### src/rtl/lock_pkg.sv
`default_nettype none
// ============================================================================
// Module   : lock_pkg
// Brief    : Shared state encodings and key codes for the keypad lock.
// Revision : 1.0
// ============================================================================
package lock_pkg;

    typedef logic [2:0] lock_state_t;

    // Encodings are shared with the RGB, seven-segment and buzzer blocks.
    localparam lock_state_t ST_WAIT   = 3'b000;
    localparam lock_state_t ST_INPUT  = 3'b001;
    localparam lock_state_t ST_UNLOCK = 3'b010;
    localparam lock_state_t ST_ERROR  = 3'b011;
    localparam lock_state_t ST_ALARM  = 3'b100;
    localparam lock_state_t ST_ADMIN  = 3'b101;

    localparam logic [3:0] KEY_CONFIRM = 4'hA;
    localparam logic [3:0] KEY_CLEAR   = 4'hB;

    function automatic logic is_digit(input logic [3:0] code);
        return (code <= 4'd9);
    endfunction

endpackage
`default_nettype wire

### src/rtl/lock_timer.sv
`default_nettype none
// ============================================================================
// Module   : lock_timer
// Brief    : Shared 32-bit dwell/timeout counter with terminal-count strobe.
// Revision : 1.0
// ============================================================================
module lock_timer (
    input  logic        CLK,
    input  logic        RST,
    input  logic        CLEAR,
    input  logic        ENABLE,
    input  logic [31:0] TERM_CNT,
    output logic        DONE
);

    logic [31:0] r_count;

    always_ff @(posedge CLK) begin
        if (RST || CLEAR) begin
            r_count <= 32'd0;
        end else if (ENABLE) begin
            r_count <= r_count + 32'd1;
        end
    end

    // The owner clears the counter on the same edge DONE is acted on, so it pulses once.
    assign DONE = ENABLE && (r_count == TERM_CNT);

endmodule
`default_nettype wire

### src/rtl/lock_state_ctrl.sv
`default_nettype none
// ============================================================================
// Module   : lock_state_ctrl
// Brief    : Keypad lock state controller: password buffer, attempt counter,
//            dwell/timeout sequencing.
// Revision : 1.0
// ============================================================================
module lock_state_ctrl
    import lock_pkg::*;
#(
    parameter int unsigned             PWD_LEN     = 4,
    parameter logic [4*PWD_LEN-1:0]    DEFAULT_PWD = 16'h1234,
    parameter logic [4*PWD_LEN-1:0]    ADMIN_PWD   = 16'h9999,
    parameter int unsigned             MAX_ERR     = 3,
    parameter int unsigned             INPUT_TO    = 500_000_000,
    parameter int unsigned             UNLOCK_CYC  = 300_000_000,
    parameter int unsigned             ERROR_CYC   = 100_000_000
) (
    input  logic       CLK,
    input  logic       RST,
    input  logic       KEY_VALID,
    input  logic [3:0] KEY_CODE,
    output logic [2:0] Current_State,
    output logic [2:0] DIGIT_CNT,
    output logic [1:0] ERR_CNT,
    output logic       UNLOCK,
    output logic       ALARM_OUT
);

    localparam int unsigned BUF_W = 4 * PWD_LEN;

    lock_state_t       r_state;
    logic [BUF_W-1:0]  r_buf;
    logic [2:0]        r_cnt;
    logic [1:0]        r_err;
    logic [BUF_W-1:0]  r_pwd;
    logic              r_unlock;
    logic              r_alarm;

    lock_state_t       w_state_nxt;
    logic [BUF_W-1:0]  w_buf_nxt;
    logic [2:0]        w_cnt_nxt;
    logic [1:0]        w_err_nxt;
    logic [BUF_W-1:0]  w_pwd_nxt;
    logic              w_key_acc;
    logic              w_is_digit;
    logic              w_is_conf;
    logic              w_is_clr;
    logic              w_full;
    logic              w_digit_take;
    logic [BUF_W-1:0]  w_buf_shift;
    logic [1:0]        w_err_inc;
    logic              w_timer_en;
    logic              w_timer_clr;
    logic [31:0]       w_term;
    logic              w_done;

    always_comb begin
        w_is_digit   = KEY_VALID && is_digit(KEY_CODE);
        w_is_conf    = KEY_VALID && (KEY_CODE == KEY_CONFIRM);
        w_is_clr     = KEY_VALID && (KEY_CODE == KEY_CLEAR);
        w_full       = (r_cnt == 3'(PWD_LEN));
        w_digit_take = w_is_digit && !w_full;
        w_buf_shift  = {r_buf[BUF_W-5:0], KEY_CODE};
        w_err_inc    = (r_err == 2'(MAX_ERR)) ? r_err : (r_err + 2'd1);
    end

    always_comb begin
        w_timer_en = 1'b0;
        w_term     = 32'd0;
        case (r_state)
            ST_INPUT, ST_ADMIN: begin
                w_timer_en = 1'b1;
                w_term     = 32'(INPUT_TO - 1);
            end
            ST_UNLOCK: begin
                w_timer_en = 1'b1;
                w_term     = 32'(UNLOCK_CYC - 1);
            end
            ST_ERROR: begin
                w_timer_en = 1'b1;
                w_term     = 32'(ERROR_CYC - 1);
            end
            default: ;
        endcase
    end

    always_comb begin
        w_state_nxt = r_state;
        w_buf_nxt   = r_buf;
        w_cnt_nxt   = r_cnt;
        w_err_nxt   = r_err;
        w_pwd_nxt   = r_pwd;
        w_key_acc   = 1'b0;
        case (r_state)
            ST_WAIT: begin
                if (w_is_digit) begin
                    w_state_nxt = ST_INPUT;
                    w_buf_nxt   = BUF_W'(KEY_CODE);
                    w_cnt_nxt   = 3'd1;
                    w_key_acc   = 1'b1;
                end
            end
            ST_INPUT: begin
                if (w_digit_take) begin
                    w_buf_nxt = w_buf_shift;
                    w_cnt_nxt = r_cnt + 3'd1;
                    w_key_acc = 1'b1;
                end else if (w_is_conf) begin
                    w_key_acc = 1'b1;
                    w_buf_nxt = '0;
                    w_cnt_nxt = 3'd0;
                    if (!w_full) begin
                        w_state_nxt = ST_ERROR;
                        w_err_nxt   = w_err_inc;
                    end else if (r_buf == r_pwd) begin
                        w_state_nxt = ST_UNLOCK;
                        w_err_nxt   = 2'd0;
                    end else if (r_buf == ADMIN_PWD) begin
                        w_state_nxt = ST_ADMIN;
                        w_err_nxt   = 2'd0;
                    end else begin
                        w_err_nxt   = w_err_inc;
                        w_state_nxt = (w_err_inc == 2'(MAX_ERR)) ? ST_ALARM : ST_ERROR;
                    end
                end else if (w_is_clr) begin
                    w_key_acc = 1'b1;
                    w_buf_nxt = '0;
                    w_cnt_nxt = 3'd0;
                end else if (w_done) begin
                    w_state_nxt = ST_WAIT;
                    w_buf_nxt   = '0;
                    w_cnt_nxt   = 3'd0;
                end
            end
            ST_UNLOCK, ST_ERROR: begin
                if (w_done) begin
                    w_state_nxt = ST_WAIT;
                end
            end
            ST_ALARM: begin
                if (w_digit_take) begin
                    w_buf_nxt = w_buf_shift;
                    w_cnt_nxt = r_cnt + 3'd1;
                    w_key_acc = 1'b1;
                end else if (w_is_conf || w_is_clr) begin
                    w_key_acc = 1'b1;
                    w_buf_nxt = '0;
                    w_cnt_nxt = 3'd0;
                    if (w_is_conf && w_full && (r_buf == ADMIN_PWD)) begin
                        w_state_nxt = ST_ADMIN;
                        w_err_nxt   = 2'd0;
                    end
                end
            end
            ST_ADMIN: begin
                if (w_digit_take) begin
                    w_buf_nxt = w_buf_shift;
                    w_cnt_nxt = r_cnt + 3'd1;
                    w_key_acc = 1'b1;
                end else if ((w_is_conf && w_full) || w_is_clr) begin
                    w_key_acc   = 1'b1;
                    w_state_nxt = ST_WAIT;
                    w_buf_nxt   = '0;
                    w_cnt_nxt   = 3'd0;
                    if (w_is_conf) begin
                        w_pwd_nxt = r_buf;
                    end
                end else if (w_done) begin
                    w_state_nxt = ST_WAIT;
                    w_buf_nxt   = '0;
                    w_cnt_nxt   = 3'd0;
                end
            end
            default: begin
                w_state_nxt = ST_WAIT;
                w_buf_nxt   = '0;
                w_cnt_nxt   = 3'd0;
            end
        endcase
    end

    assign w_timer_clr = w_key_acc || (w_state_nxt != r_state);

    lock_timer u_timer (
        .CLK      (CLK),
        .RST      (RST),
        .CLEAR    (w_timer_clr),
        .ENABLE   (w_timer_en),
        .TERM_CNT (w_term),
        .DONE     (w_done)
    );

    always_ff @(posedge CLK) begin
        if (RST) begin
            r_state  <= ST_WAIT;
            r_buf    <= '0;
            r_cnt    <= 3'd0;
            r_err    <= 2'd0;
            r_pwd    <= DEFAULT_PWD;
            r_unlock <= 1'b0;
            r_alarm  <= 1'b0;
        end else begin
            r_state  <= w_state_nxt;
            r_buf    <= w_buf_nxt;
            r_cnt    <= w_cnt_nxt;
            r_err    <= w_err_nxt;
            r_pwd    <= w_pwd_nxt;
            r_unlock <= (w_state_nxt == ST_UNLOCK);
            r_alarm  <= (w_state_nxt == ST_ALARM);
        end
    end

    assign Current_State = r_state;
    assign DIGIT_CNT     = r_cnt;
    assign ERR_CNT       = r_err;
    assign UNLOCK        = r_unlock;
    assign ALARM_OUT     = r_alarm;

endmodule
`default_nettype wire

### config.mk
export PLATFORM = sky130hd
export DESIGN_NAME = lock_state_ctrl
export DESIGN_NICKNAME = d
export VERILOG_FILES = /design/src/rtl/lock_pkg.sv /design/src/rtl/lock_timer.sv /design/src/rtl/lock_state_ctrl.sv
export SDC_FILE = /design/constraint.sdc
export NUM_CORES = 1
export LEC_CHECK = 0
export CORE_MARGIN = 2
export CORE_UTILIZATION = 45
export CTS_BUF_LIST = sky130_fd_sc_hd__clkbuf_4 sky130_fd_sc_hd__clkbuf_8 sky130_fd_sc_hd__clkbuf_16
export CTS_CLUSTER_SIZE = 16
export DETAILED_ROUTE_END_ITERATION = 6
export DONT_BUFFER_PORTS = 1
export GPL_ROUTABILITY_DRIVEN = 0
export GPL_TIMING_DRIVEN = 0
export PLACE_DENSITY = 0.59
export SYNTH_ARGS = -nofsm -noshare
export SYNTH_HDL_FRONTEND = slang
export SYNTH_SLANG_ARGS = --single-unit
### constraint.sdc
create_clock -name CLK -period 2.3 [get_ports CLK]
set_input_delay 0.345 -clock CLK [delete_from_list [all_inputs] [get_ports CLK]]
set_output_delay 0.345 -clock CLK [all_outputs]
set_load 0.01 [all_outputs]
; Yosys cells after proc, flatten, opt, wreduce, memory -nomap -nowiden
; Cells that the tools add are included.
[word_totals]
ram_bits = 0
mem_count = 0
rom_bits = 0
latchBits = 0
ff_bits = 74
[op_classes]
mux = 56
mul = 0
reduce_logical = 20
addsub = 3
n_bitwise = 2
eq_ne = 23
n_shift = 0
magnitude_cmp = 1
div_mod_pow = 0
[ops]
columns = cell, n
row1 = 16-bit two-way mux, 9
row2 = 29-bit one-hot mux with 3 select lines, 1
row3 = 16-bit one-hot mux with 5 select lines, 1
row4 = 3-bit two-way mux, 23
row5 = "32-bit by 1-bit adder with 32-bit output, second input constant", 1
row6 = 32-bit by 29-bit == test with 1-bit output, 1
row7 = 3-bit one-hot mux with 5 select lines, 2
row8 = 2-bit two-way mux, 9
row9 = 16-bit == test, 1
row10 = "16-bit == test, second input constant", 1
row11 = "3-bit == test, second input constant", 4
row12 = "2-bit != test, second input constant", 6
row13 = "3-bit by 2-bit == test with 1-bit output, second input constant", 3
row14 = 1-bit two-way mux, 9
row15 = "4-bit == test, second input constant", 2
row16 = 1-bit logical AND, 7
row17 = 6-bit AND reduction, 1
row18 = "2-bit == test, second input constant", 2
row19 = "4-bit less-or-equal comparator, second input constant", 1
row20 = 1-bit logical OR, 4
row21 = 1-bit one-hot mux with 4 select lines, 1
row22 = 2-bit one-hot mux with 2 select lines, 1
row23 = 4-bit AND reduction, 1
row24 = 2-bit OR reduction, 2
row25 = 11 further kinds, 12

; Logic depth before layout (Yosys ltp)
[depth]
depth_word = 13
mapped_depth = 10

; Hierarchy
; From an unflattened synthesis, not the netlist that was laid out.
[unflattened]
hier_cells = 480
area_unflattened_um2 = 4035.1
[modules_own_cells]
columns = module, area_each_um2, cells_per_inst, n_inst, seq_area_each_um2
row1 = lock_state_ctrl, 2119.5, 256, 1, 840.8
row2 = lock_timer, 1915.6, 224, 1, 640.6

; Least setup slack after synthesis
; OpenSTA, ideal clock, no wires.
[synth_timing]
path_type = flip-flop to flip-flop
startpoint = register r_state[1] (netlist: Current_State[1])
endpoint = register u_timer.r_count[10]
t_arrival_ns = 2.320
slack_ns = -0.167
stages_incl_launch_ff = 10
required_time_ns = 2.153
path_buffers = 2
path_cell_list = dfxtp_1 -> and2_1 -> or4_1 -> a2111oi_1 -> o2111a_1 -> buf_6 -> a31oi_4 -> o21ai_4 -> buf_6 -> a211oi_2
[synth_via]
elab_chain_len = 13
word_cells_on_any_way = 28
classes_between = 7 x eq/ne / 14 x mux / 7 x reduce/logical
[synth_lines]
columns = item, line
row1 = from (decl), lock_state_ctrl.sv:32  ; lock_state_t r_state;
row2 = from (signal assigned), lock_state_ctrl.sv:204  ; r_state <= w_state_nxt;
row3 = 3-bit == test / 3-bit by 1-bit == test with 1-bit output (equally long branches), "lock_state_ctrl.sv:71, lock_state_ctrl.sv:95"
row4 = 2-bit OR reduction, n/a
row5 = 29-bit one-hot mux with 3 select lines, lock_state_ctrl.sv:71  ; case (r_state)
row6 = 32-bit by 29-bit == test with 1-bit output, lock_timer.sv:27  ; assign DONE = ENABLE && (r_count == TERM_CNT);
row7 = 1-bit logical AND, lock_timer.sv:27
row8 = 3-bit two-way mux, "lock_state_ctrl.sv:130, lock_state_ctrl.sv:137, lock_state_ctrl.sv:169"
row9 = 3-bit two-way mux, lock_state_ctrl.sv:126  ; end else if (w_is_clr) begin
row10 = 3-bit two-way mux, lock_state_ctrl.sv:109  ; end else if (w_is_conf) begin
row11 = 3-bit two-way mux, lock_state_ctrl.sv:105  ; if (w_digit_take) begin
row12 = 3-bit one-hot mux with 5 select lines, lock_state_ctrl.sv:95  ; case (r_state)
row13 = 3-bit != test, lock_state_ctrl.sv:183  ; assign w_timer_clr = w_key_acc || (w_state_nxt != r_state);
row14 = 1-bit logical OR, lock_state_ctrl.sv:183
row15 = 1-bit logical OR, lock_timer.sv:19  ; if (RST || CLEAR) begin
row16 = to (signal assigned), lock_timer.sv:22  ; r_count <= r_count + 32'd1;
row17 = to (decl), lock_timer.sv:16  ; logic [31:0] r_count;
; Several ways; a longest one is shown, not always the timed one.
; A chain may end at the register's enable or synchronous reset.

; Worst setup path in the final report
[layout_timing]
startpoint = register r_state[1] (netlist: Current_State[1])
endpoint = register u_timer.r_count[22]
; The elaborated chain is that of the path after synthesis.

==> flow_summary_export.csv <==
group,metric,value,unit
layout,area.sequential,1506,um2
sta,timing.final.ws_setup,-0.1965,ns
grt,antenna_found_initial,0,
route,wire_per_inst,18.25,um
yosys,syn_avg_cell_area,8.419,um2
min_path,hold_class,"in -> reg",
sta,max_slew_margin,48.22,%
floorplan,fp.coreArea,8299,um2
grt,gr-total-overflow,0,
placed_design,dp_slack,-0.4624,ns
clock_tree,clk_pin_slew,0.09,ns
floorplan,die_width,96.87,um
grt,first_global_vias,3483,
grt,grt_usage,23.28,%
grt,grt_pass1_wl,17750,um
yosys,syn-num-nets,471,
worst_setup_path,arrival,2.70,ns
clock_tree,clock_sinks,74,
worst_setup_path,critPathMaxFanout,8,
sta,fin_crit_sh,108.5,%
clock_tree,h-tree-depth,3,
placed_design,dp_hpwl,7256,um
layout,syn_to_final_growth,24.40,%
yosys,yosys_warnings,0,
route,routed_wl,11020,um
sta,skew,0.01697,ns
worst_setup_path,crit_type,"reg -> reg",
grt,grt_max_degree,14,
placed_design,port_buffers,0,
worst_setup_path,crit_buf_inv,2,
sta,fmax,400.6,MHz
job,drv_cap,0,
sta,fin_crit,2.496,ns
worst_setup_path,cp_slowest_cell,"or4_4",
clock_tree,clock_path_buffers,2,
worst_setup_path,cp.required,2.51,ns
power,leakagePower,0.001632,uW
yosys,yosysMostFrequentCell,"dfxtp_1",
layout,multi_input_area,2535,um2
worst_setup_path,cp-start-kind,"flop",
layout,drive_gt1_share,26.05,%
clock_tree,root_buffer,"clkbuf_8",
yosys,synth_seq_area_share,38.17,%
run_status,violations,"negative setup slack",
power,power_density,569.6,nW/um2
clock_tree,clock_latency,0.37,ns
floorplan,io_pins,17,
yosys,synthCells,461,
yosys,syn_area,3881,um2
yosys,synth_area_leaders,"dfxtp_1 (38%), xor2_1 (7.2%), nand2_1 (5.4%), nor2_1 (5.0%), a21oi_1 (3.5%)",
clock_tree,cts_hold_buf,0,
route,ant_nets,0,
sta,rsz0062_at_grt,"yes",
floorplan,dieArea,9384,um2
sta,drv_slew,0,
yosys,synth_top_area_share,38.17,%
yosys,synth_common_cells,"dfxtp_1 (74), nand2_1 (56), nor2_1 (52)",
floorplan,die_h,96.87,um
route,vias_per_cell,5.967,
run_status,status,"finished, violations left",
layout,final_area,4828,um2
worst_setup_path,crit_path_end_kind,"flop",
worst_setup_path,crit_family,"compound AO/OA/AOI/OAI gates",
floorplan,rows,33,
worst_setup_path,crit_path_max_incr_delay,0.49,ns
layout,fillCellCount,726,
route,drc,0,
route,drt-pass1-iter-count,5,
yosys,synth_edf_count,0,
sta,setup_viol,54,
route,drt_iter0_markers,224,
yosys,synthArstFlopShare,0,%
power,vdd_drop_max,268.1,uV
sta,worst_slew_pin_slew,0.7767,ns
yosys,yosysTopAreaCell,"dfxtp_1",
worst_setup_path,path_cells,"and2_4, or4_4, a2111oi_4, o2111a_1, buf_6, a31oi_4, o21ai_4, buf_4, a211oi_1",
layout,layout.nets,504,
placed_design,placed_area,4055,um2
yosys,synth-main-ff-cell,"dfxtp_1",
clock_tree,cts_made_buffers,9,
layout,antennaDiodeCount,0,
sta,hold_violations,0,
clock_tree,cts_tree,"yes",
yosys,ys_types,58,
floorplan,initial_utilization,46.77,%
route,via_count,3604,
yosys,synth_seq_cells,74,
[what timing repair did]
item,CTS,global route
pin swaps,15,24
setup buffers,17,4
gates resized for setup,52,56
setup endpoints to repair,64,67
gates cloned,5,0
[through the flow]
stage	cells	TNS [ns]	util (%)	hold slack, ns	power, uW
global placement	566	-18.06	48.86	0.4541	1582
finish	604	-7.487	58.18	0.1114	2750
detailed placement	566	-16.98	48.86	0.4600	1585
CTS	604	-6.918	56.25	0.1239	2758
global route	604	-12.00	58.18	0.1136	2854
floorplan	461	-0.9654	-	0.4478	1518
[power breakdown]
group | internal (uW) | switching (uW)
clock | 531 | 525
combinational | 166 | 215
sequential | 1290 | 24.8
total | 1990 | 765
[final timing paths]
| path | startpoint | endpoint | slack [ns] | cells after the start |
|---|---|---|---|---|
| worst min register to register | r_pwd[7] | r_pwd[7] | 0.47 | 2 |
| worst max-delay path | Current_State[1] | u_timer.r_count[22] | -0.20 | 9 |
| worst max register to register | Current_State[1] | u_timer.r_count[22] | -0.20 | 9 |
| worst min-delay path | KEY_CODE[1] | r_buf[1] | 0.11 | 2 |
[layer usage]
metal  track usage [%]  routed length [um]
met3             4.118                 543
met5                 0                   0
met1             32.33                5098
met2             37.23                5237
met4             6.501                 142
[registers in the layout, summed over array words and instances (netlist names)]
register,count
ALARM_OUT,1
r_buf,16
DIGIT_CNT,3
r_pwd,16
u_timer.r_count,32
ERR_CNT,2
Current_State,3
UNLOCK,1
[cell families after synthesis]
| family | share of synthesized area, % |
|---|---|
| and+or+nand+nor | 26.27 |
| AOI/OAI and AO/OA | 19.83 |
| DFF | 38.17 |
| xor gates and xnor gates | 10.61 |
| buffers and inverters | 4.158 |
| adders and majority gates | 0.9672 |
[cell usage in the layout, fill, tap and decap left out, types with 3 or more instances in the layout]
cell         n
a21oi_1     23
a21oi_2      4
inv_1       10
o21ai_0      7
nand4_1     13
nand3b_1     7
nand3_1     16
nor2_2       6
buf_6       13
xor2_1      32
dfxtp_4      5
a211oi_2    11
buf_4       13
nor2_1      42
ha_1         3
dfxtp_1     64
a211oi_1    10
nand2b_1     4
clkbuf_2     4
and3_1       5
nand2_1     55
nor4_1       6
clkinvlp_4   3
clkbuf_8    10
nor3_1       6
or3_1        4
nor2_4       4
a22oi_2     15
a31oi_1      3
dfxtp_2      5
xnor2_1     15
clkbuf_1    11
[cell type report]
| cell class | count | share of cell area [%] |
|---|---|---|
| Multi-Input combinational cell | 350 | 52.50 |
| Clock inverter | 6 | 1.347 |
| Inverter | 11 | 0.9329 |
| Clock buffer | 10 | 2.850 |
| Sequential cell | 74 | 31.20 |
| Timing Repair Buffer | 24 | 5.001 |
| Tap cell | 105 | 2.721 |
| Buffer | 24 | 3.446 |
Note: power is estimated with default switching activity, not from simulation.
